==> config.mk <==
export PLATFORM = sky130hd
export DESIGN_NAME = pipe_stall_ctrl
export DESIGN_NICKNAME = d
export VERILOG_FILES = /design/src/rtl/pipe_stall_ctrl.sv
export SDC_FILE = /design/constraint.sdc
export NUM_CORES = 1
export LEC_CHECK = 0
export BUFFER_PORTS_ARGS = -buffer_cell sky130_fd_sc_hd__clkbuf_2
export CAP_MARGIN = 10
export CORE_MARGIN = 8
export CORE_UTILIZATION = 45
export CTS_BUF_LIST = sky130_fd_sc_hd__clkbuf_4 sky130_fd_sc_hd__clkbuf_8 sky130_fd_sc_hd__clkbuf_16
export CTS_CLUSTER_SIZE = 16
export DETAILED_ROUTE_END_ITERATION = 10
export GPL_TIMING_DRIVEN = 1
export HOLD_SLACK_MARGIN = 0.02
export PLACE_DENSITY = 0.78
export SYNTH_ARGS = -nofsm -noshare
export SYNTH_HDL_FRONTEND = slang
export SYNTH_SLANG_ARGS = --single-unit
==> constraint.sdc <==
create_clock -name Clock -period 1.99 [get_ports Clock]
set_input_delay 0.0995 -clock Clock [delete_from_list [all_inputs] [get_ports Clock]]
set_output_delay 0.0995 -clock Clock [all_outputs]
set_load 0.01 [all_outputs]
==> src/rtl/pipe_stall_ctrl.sv <==
// pipe_stall_ctrl: pipeline stage enables/flushes, data-memory wait FSM, bus timeout and interrupt drain.
// Optional stall counter enabled by defining PIPE_STALL_CNT_EN.
module pipe_stall_ctrl #(
    parameter int WAIT_MAX     = 16,
    parameter int DRAIN_CYCLES = 3,
    parameter int WID_CNT      = 16
) (
    input  logic               Clock,
    input  logic               Reset,
    input  logic               IMemReady,
    input  logic               DMemReq,
    input  logic               DMemReady,
    input  logic               LoadUseHazard,
    input  logic               BranchTaken,
    input  logic               IrqReq,
    input  logic               IrqEnable,
    output logic               PcEn,
    output logic               IfRfEn,
    output logic               RfAluEn,
    output logic               AluMemEn,
    output logic               MemWbEn,
    output logic               IfRfFlush,
    output logic               RfAluFlush,
    output logic               IrqAck,
    output logic               BusErr,
    output logic [1:0]         State,
    output logic [WID_CNT-1:0] StallCount
);
    typedef enum logic [1:0] {RUN, DMEM_WAIT, IRQ_DRAIN, IRQ_ENTER} state_t;
    state_t state, stateNext;
    logic [7:0] waitCnt;
    logic [2:0] drainCnt;
    logic [4:0] en;
    logic ifFl, rfFl, ack, err;
    logic memStall;
    assign memStall = DMemReq && !DMemReady;
    assign {PcEn, IfRfEn, RfAluEn, AluMemEn, MemWbEn} = en;
    assign IfRfFlush  = ifFl;
    assign RfAluFlush = rfFl;
    assign IrqAck     = ack;
    assign BusErr     = err;
    assign State      = state;
    always_comb begin
        en = '0;
        ifFl = 1'b0;
        rfFl = 1'b0;
        ack = 1'b0;
        err = 1'b0;
        stateNext = state;
        case (state)
            RUN: begin
                if (memStall) stateNext = DMEM_WAIT;
                else if (IrqReq && IrqEnable) begin
                    en = 5'b01111;
                    ifFl = 1'b1;
                    stateNext = IRQ_DRAIN;
                end else if (LoadUseHazard) begin
                    en = 5'b00111;
                    rfFl = 1'b1;
                end else if (!IMemReady) begin
                    en = 5'b01111;
                    ifFl = 1'b1;
                end else begin
                    en = 5'b11111;
                    ifFl = BranchTaken;
                end
            end
            DMEM_WAIT: begin
                // a late DMemReady in the timeout cycle still completes cleanly
                if (DMemReady || waitCnt == 8'(WAIT_MAX)) begin
                    en = 5'b11111;
                    err = !DMemReady;
                    stateNext = RUN;
                end
            end
            IRQ_DRAIN: begin
                if (!memStall) begin
                    en = 5'b01111;
                    ifFl = 1'b1;
                    if (drainCnt == 3'd0) stateNext = IRQ_ENTER;
                end
            end
            IRQ_ENTER: begin
                en = 5'b11111;
                ifFl = 1'b1;
                ack = 1'b1;
                stateNext = RUN;
            end
        endcase
        if (Reset) begin
            en = '0;
            ifFl = 1'b0;
            rfFl = 1'b0;
            ack = 1'b0;
            err = 1'b0;
        end
    end
    always_ff @(posedge Clock or posedge Reset) begin
        if (Reset) begin
            state <= RUN;
            waitCnt <= '0;
            drainCnt <= '0;
        end else begin
            state <= stateNext;
            if (state == RUN && memStall) waitCnt <= 8'd1;
            else if (state == DMEM_WAIT && stateNext == DMEM_WAIT) waitCnt <= waitCnt + 8'd1;
            if (state == RUN && stateNext == IRQ_DRAIN) drainCnt <= 3'(DRAIN_CYCLES - 1);
            else if (state == IRQ_DRAIN && !memStall && drainCnt != 3'd0) drainCnt <= drainCnt - 3'd1;
        end
    end
`ifdef PIPE_STALL_CNT_EN
    logic [WID_CNT-1:0] stallCnt;
    always_ff @(posedge Clock or posedge Reset) begin
        if (Reset) stallCnt <= '0;
        else if (!PcEn && !(&stallCnt)) stallCnt <= stallCnt + 1'b1;
    end
    assign StallCount = stallCnt;
`else
    assign StallCount = '0;
`endif
endmodule

==> impl_metrics.json <==
{
  "post-route-drc-count": 0,
  "drt_wl_total_um": 2370,
  "dp_hpwl_um": 1870,
  "first_global_vias": 826,
  "synth.avg_cell_area_um2": 8.91,
  "drt_iter0_drc": 23,
  "cts_root_buf": "clkbuf_4",
  "cp_max_fo": 12,
  "worstRegToRegCells": 2,
  "grt_start_max_net_pins": 13,
  "clockBufferDepth": 2,
  "leakagePower_uw": 0.000572,
  "final_nets": 149,
  "dieWidth_um": 63.9,
  "power.total_uw": 1170,
  "power_density_nw_per_um2": 1030,
  "placed_cell_area_um2": 1080,
  "rows": 17,
  "met1_usage_pct": 11.6,
  "timing.rr.end": "waitCnt[2]",
  "cts_buffers": 3,
  "die-area_um2": 4090,
  "startpoint_type": "register",
  "synth.area.top_cells": "dfrtp_1, buf_4, ha_1, mux2i_1, inv_1",
  "core_um2": 2190,
  "endpoint_kind": "primary output",
  "start_util_pct": 47.2,
  "grt-ovfl-total": 0,
  "path_clk_slew_ps": 80,
  "dp_slack_ps": 302,
  "ant_nets": 0,
  "timing.rr.start": "State[1]",
  "ys_warn_count": 0,
  "worst_slack_ps": 141,
  "area_growth_pct": 10.0,
  "synth_top_area_share_pct": 31.5,
  "top_usage_layer": "met2",
  "syn_area_um2": 1030,
  "synthCells": 116,
  "cts_tree": "built",
  "grt_usage_pct": 11.5,
  "clock-sinks": 13,
  "diodes": 0,
  "ys_ff_latch": 13,
  "post-route-cell-area_um2": 1140,
  "max_cap_viol_count": 0,
  "drive_gt1_share_pct": 24.4,
  "required_ps": 1890,
  "first_pass_iters": 4,
  "hold_viol": 0,
  "r2r_setup_slack_ps": 380,
  "critPathKind": "reg2out",
  "fin_skew_ps": 1.86,
  "die_h_um": 63.9,
  "layout_min_cycle_time_ps": 1850,
  "grt_util_met3_pct": 5.23,
  "synth_seq_area_share_pct": 31.5,
  "period_share_pct": 92.9,
  "num_vias": 833,
  "via_per_inst": 5.11,
  "min_to": "State[0]",
  "htreeDepth": 1,
  "cp.arrival_ps": 1750,
  "hold_depth": 4,
  "synth_cell_type_count": 40,
  "wl_per_cell_um": 14.5,
  "slew_viol_final": 0,
  "antenna_found_initial": 0,
  "gp_congestion": 0.830,
  "rsz0062_at_grt": "no",
  "status": "complete, no violations",
  "vdd_drop_max_mv": 0.621,
  "insertion_delay_ps": 280,
  "setup_tns_ps": 0,
  "setup_viol": 0,
  "holdWs_ps": 285,
  "post_cts_buffers": 0,
  "max_freq_ghz": 0.541,
  "grt_pass1_wl_um": 3860,
  "grt_util_met2_pct": 22.0,
  "min-delay-start": "DMemReq",
  "io_pins": 36,
  "numPortBuffers": 19,
  "hp-class": "in2reg",
  "yosys.area.top_type": "dfrtp_1"
}
## through the flow
stage                     utilization [%]  cells
after detailed placement             49.3    158
after global routing                 51.9    163
after CTS                            51.6    163
after global placement               49.3    158
final                                51.9    163
after floorplan                         -    131
## per-layer routing
metal / up-vias / wire length (µm)
met3: 0 / 164
met2: 24 / 1260
met5: - / 0
met4: 0 / 0
li1: 414 / -
met1: 395 / 944
## worst max-delay path by stage
| stage | startpoint | to | cells past startpoint |
|---|---|---|---|
| after floorplan | waitCnt[5] | MemWbEn | 4 |
| after global placement | State[1] | waitCnt[0] | 3 |
| after detailed placement | waitCnt[5] | AluMemEn | 4 |
| after CTS | State[1] | IfRfEn | 4 |
| after global routing | waitCnt[5] | PcEn | 4 |
| final | State[1] | IfRfEn | 4 |
## where the power goes
group / total, µW / internal [µW] / switching (µW)
combinational: 563 / 242 / 320
clock: 186 / 91.5 / 94.9
sequential: 423 / 337 / 85.2
total: 1170 / 671 / 500
## kinds of logic (layout without fill, tap and decap cells)
family	count (synthesis)	in the layout	share of synthesized area (%)
other	1	16	0.363
AO/OA/AOI/OAI	19	19	14.5
flip-flops	13	13	31.5
AND/OR/NAND/NOR	37	37	21.1
multiplexers	8	8	8.47
adder cells (fa/ha/maj)	4	4	4.84
buffers and inverters	34	38	19.2
## area by class of cell
type,count,area (µm²)
multi-input combinational,84,582
clock buffer,4,30.0
timing repair buffer,22,120
inverter,12,45.0
tap,28,35.0
fill,217,1050
sequential,13,325
## state kept, by name (all words and copies together) (netlist names)
signal and flops:
drainCnt 3, State 2, waitCnt 8
## synthesized netlist by cell type
| master | instances |
|---|---|
| a21oi_1 | 2 |
| ha_1 | 4 |
| nand2b_1 | 3 |
| nand3_1 | 3 |
| nand4_1 | 3 |
| a21boi_1 | 1 |
| a31oi_1 | 1 |
| a41oi_1 | 1 |
| a21o_1 | 1 |
| inv_1 | 12 |
| and3_1 | 1 |
| nor4_1 | 1 |
| o31ai_1 | 3 |
| nor2_1 | 4 |
| o211ai_1 | 2 |
| mux2_2 | 2 |
| a311oi_1 | 1 |
| or4b_1 | 1 |
| clkbuf_1 | 1 |
| nand2_1 | 8 |
| a31o_1 | 1 |
| or3b_1 | 1 |
| mux2i_1 | 5 |
| dfrtp_1 | 13 |
| buf_2 | 3 |
| nand4bb_1 | 1 |
| buf_4 | 18 |
| o211a_1 | 1 |
| nor4_2 | 1 |
| nor2b_1 | 1 |
| mux2_4 | 1 |
| or3_1 | 1 |
| conb_1 | 1 |
| nand3b_1 | 1 |
| o21ai_0 | 2 |
| o31a_1 | 1 |
| nor4b_2 | 1 |
| nor3_1 | 6 |
| a31o_4 | 1 |
| a2111oi_0 | 1 |
## worst max-delay path, stage by stage, from the launching register on
cell and delay, ps:
dfrtp_1 500, or3b_4 460, a31o_4 250, o211a_1 130, clkbuf_2 120
## what timing repair did
item | CTS | global route
setup endpoints to repair | 3 | 4
resized for setup | 1 | 2
hold endpoints to repair | 7 | 0
hold buffers | 1 | 0
## layout by cell type (no fill, tap or decap), drive strengths merged
cell type	instances
nand3b	1
a41oi	1
nand2	8
nor2	4
nand2b	3
a311oi	1
nor4b	1
mux2i	5
o211a	1
and3	1
o211ai	2
inv	12
nand3	3
clkbuf	23
nor3	6
conb	16
nand4bb	1
o31a	1
o31ai	3
o21ai	2
or3	1
nand4	3
or4b	1
buf	2
a21oi	2
ha	4
nor2b	1
a2111oi	1
a21o	1
a31o	2
mux2	3
dfrtp	13
a31oi	1
or3b	1
nor4	2
a21boi	1
dlygate4sd3	1
No activity file was read; power rests on OpenSTA's default activity.
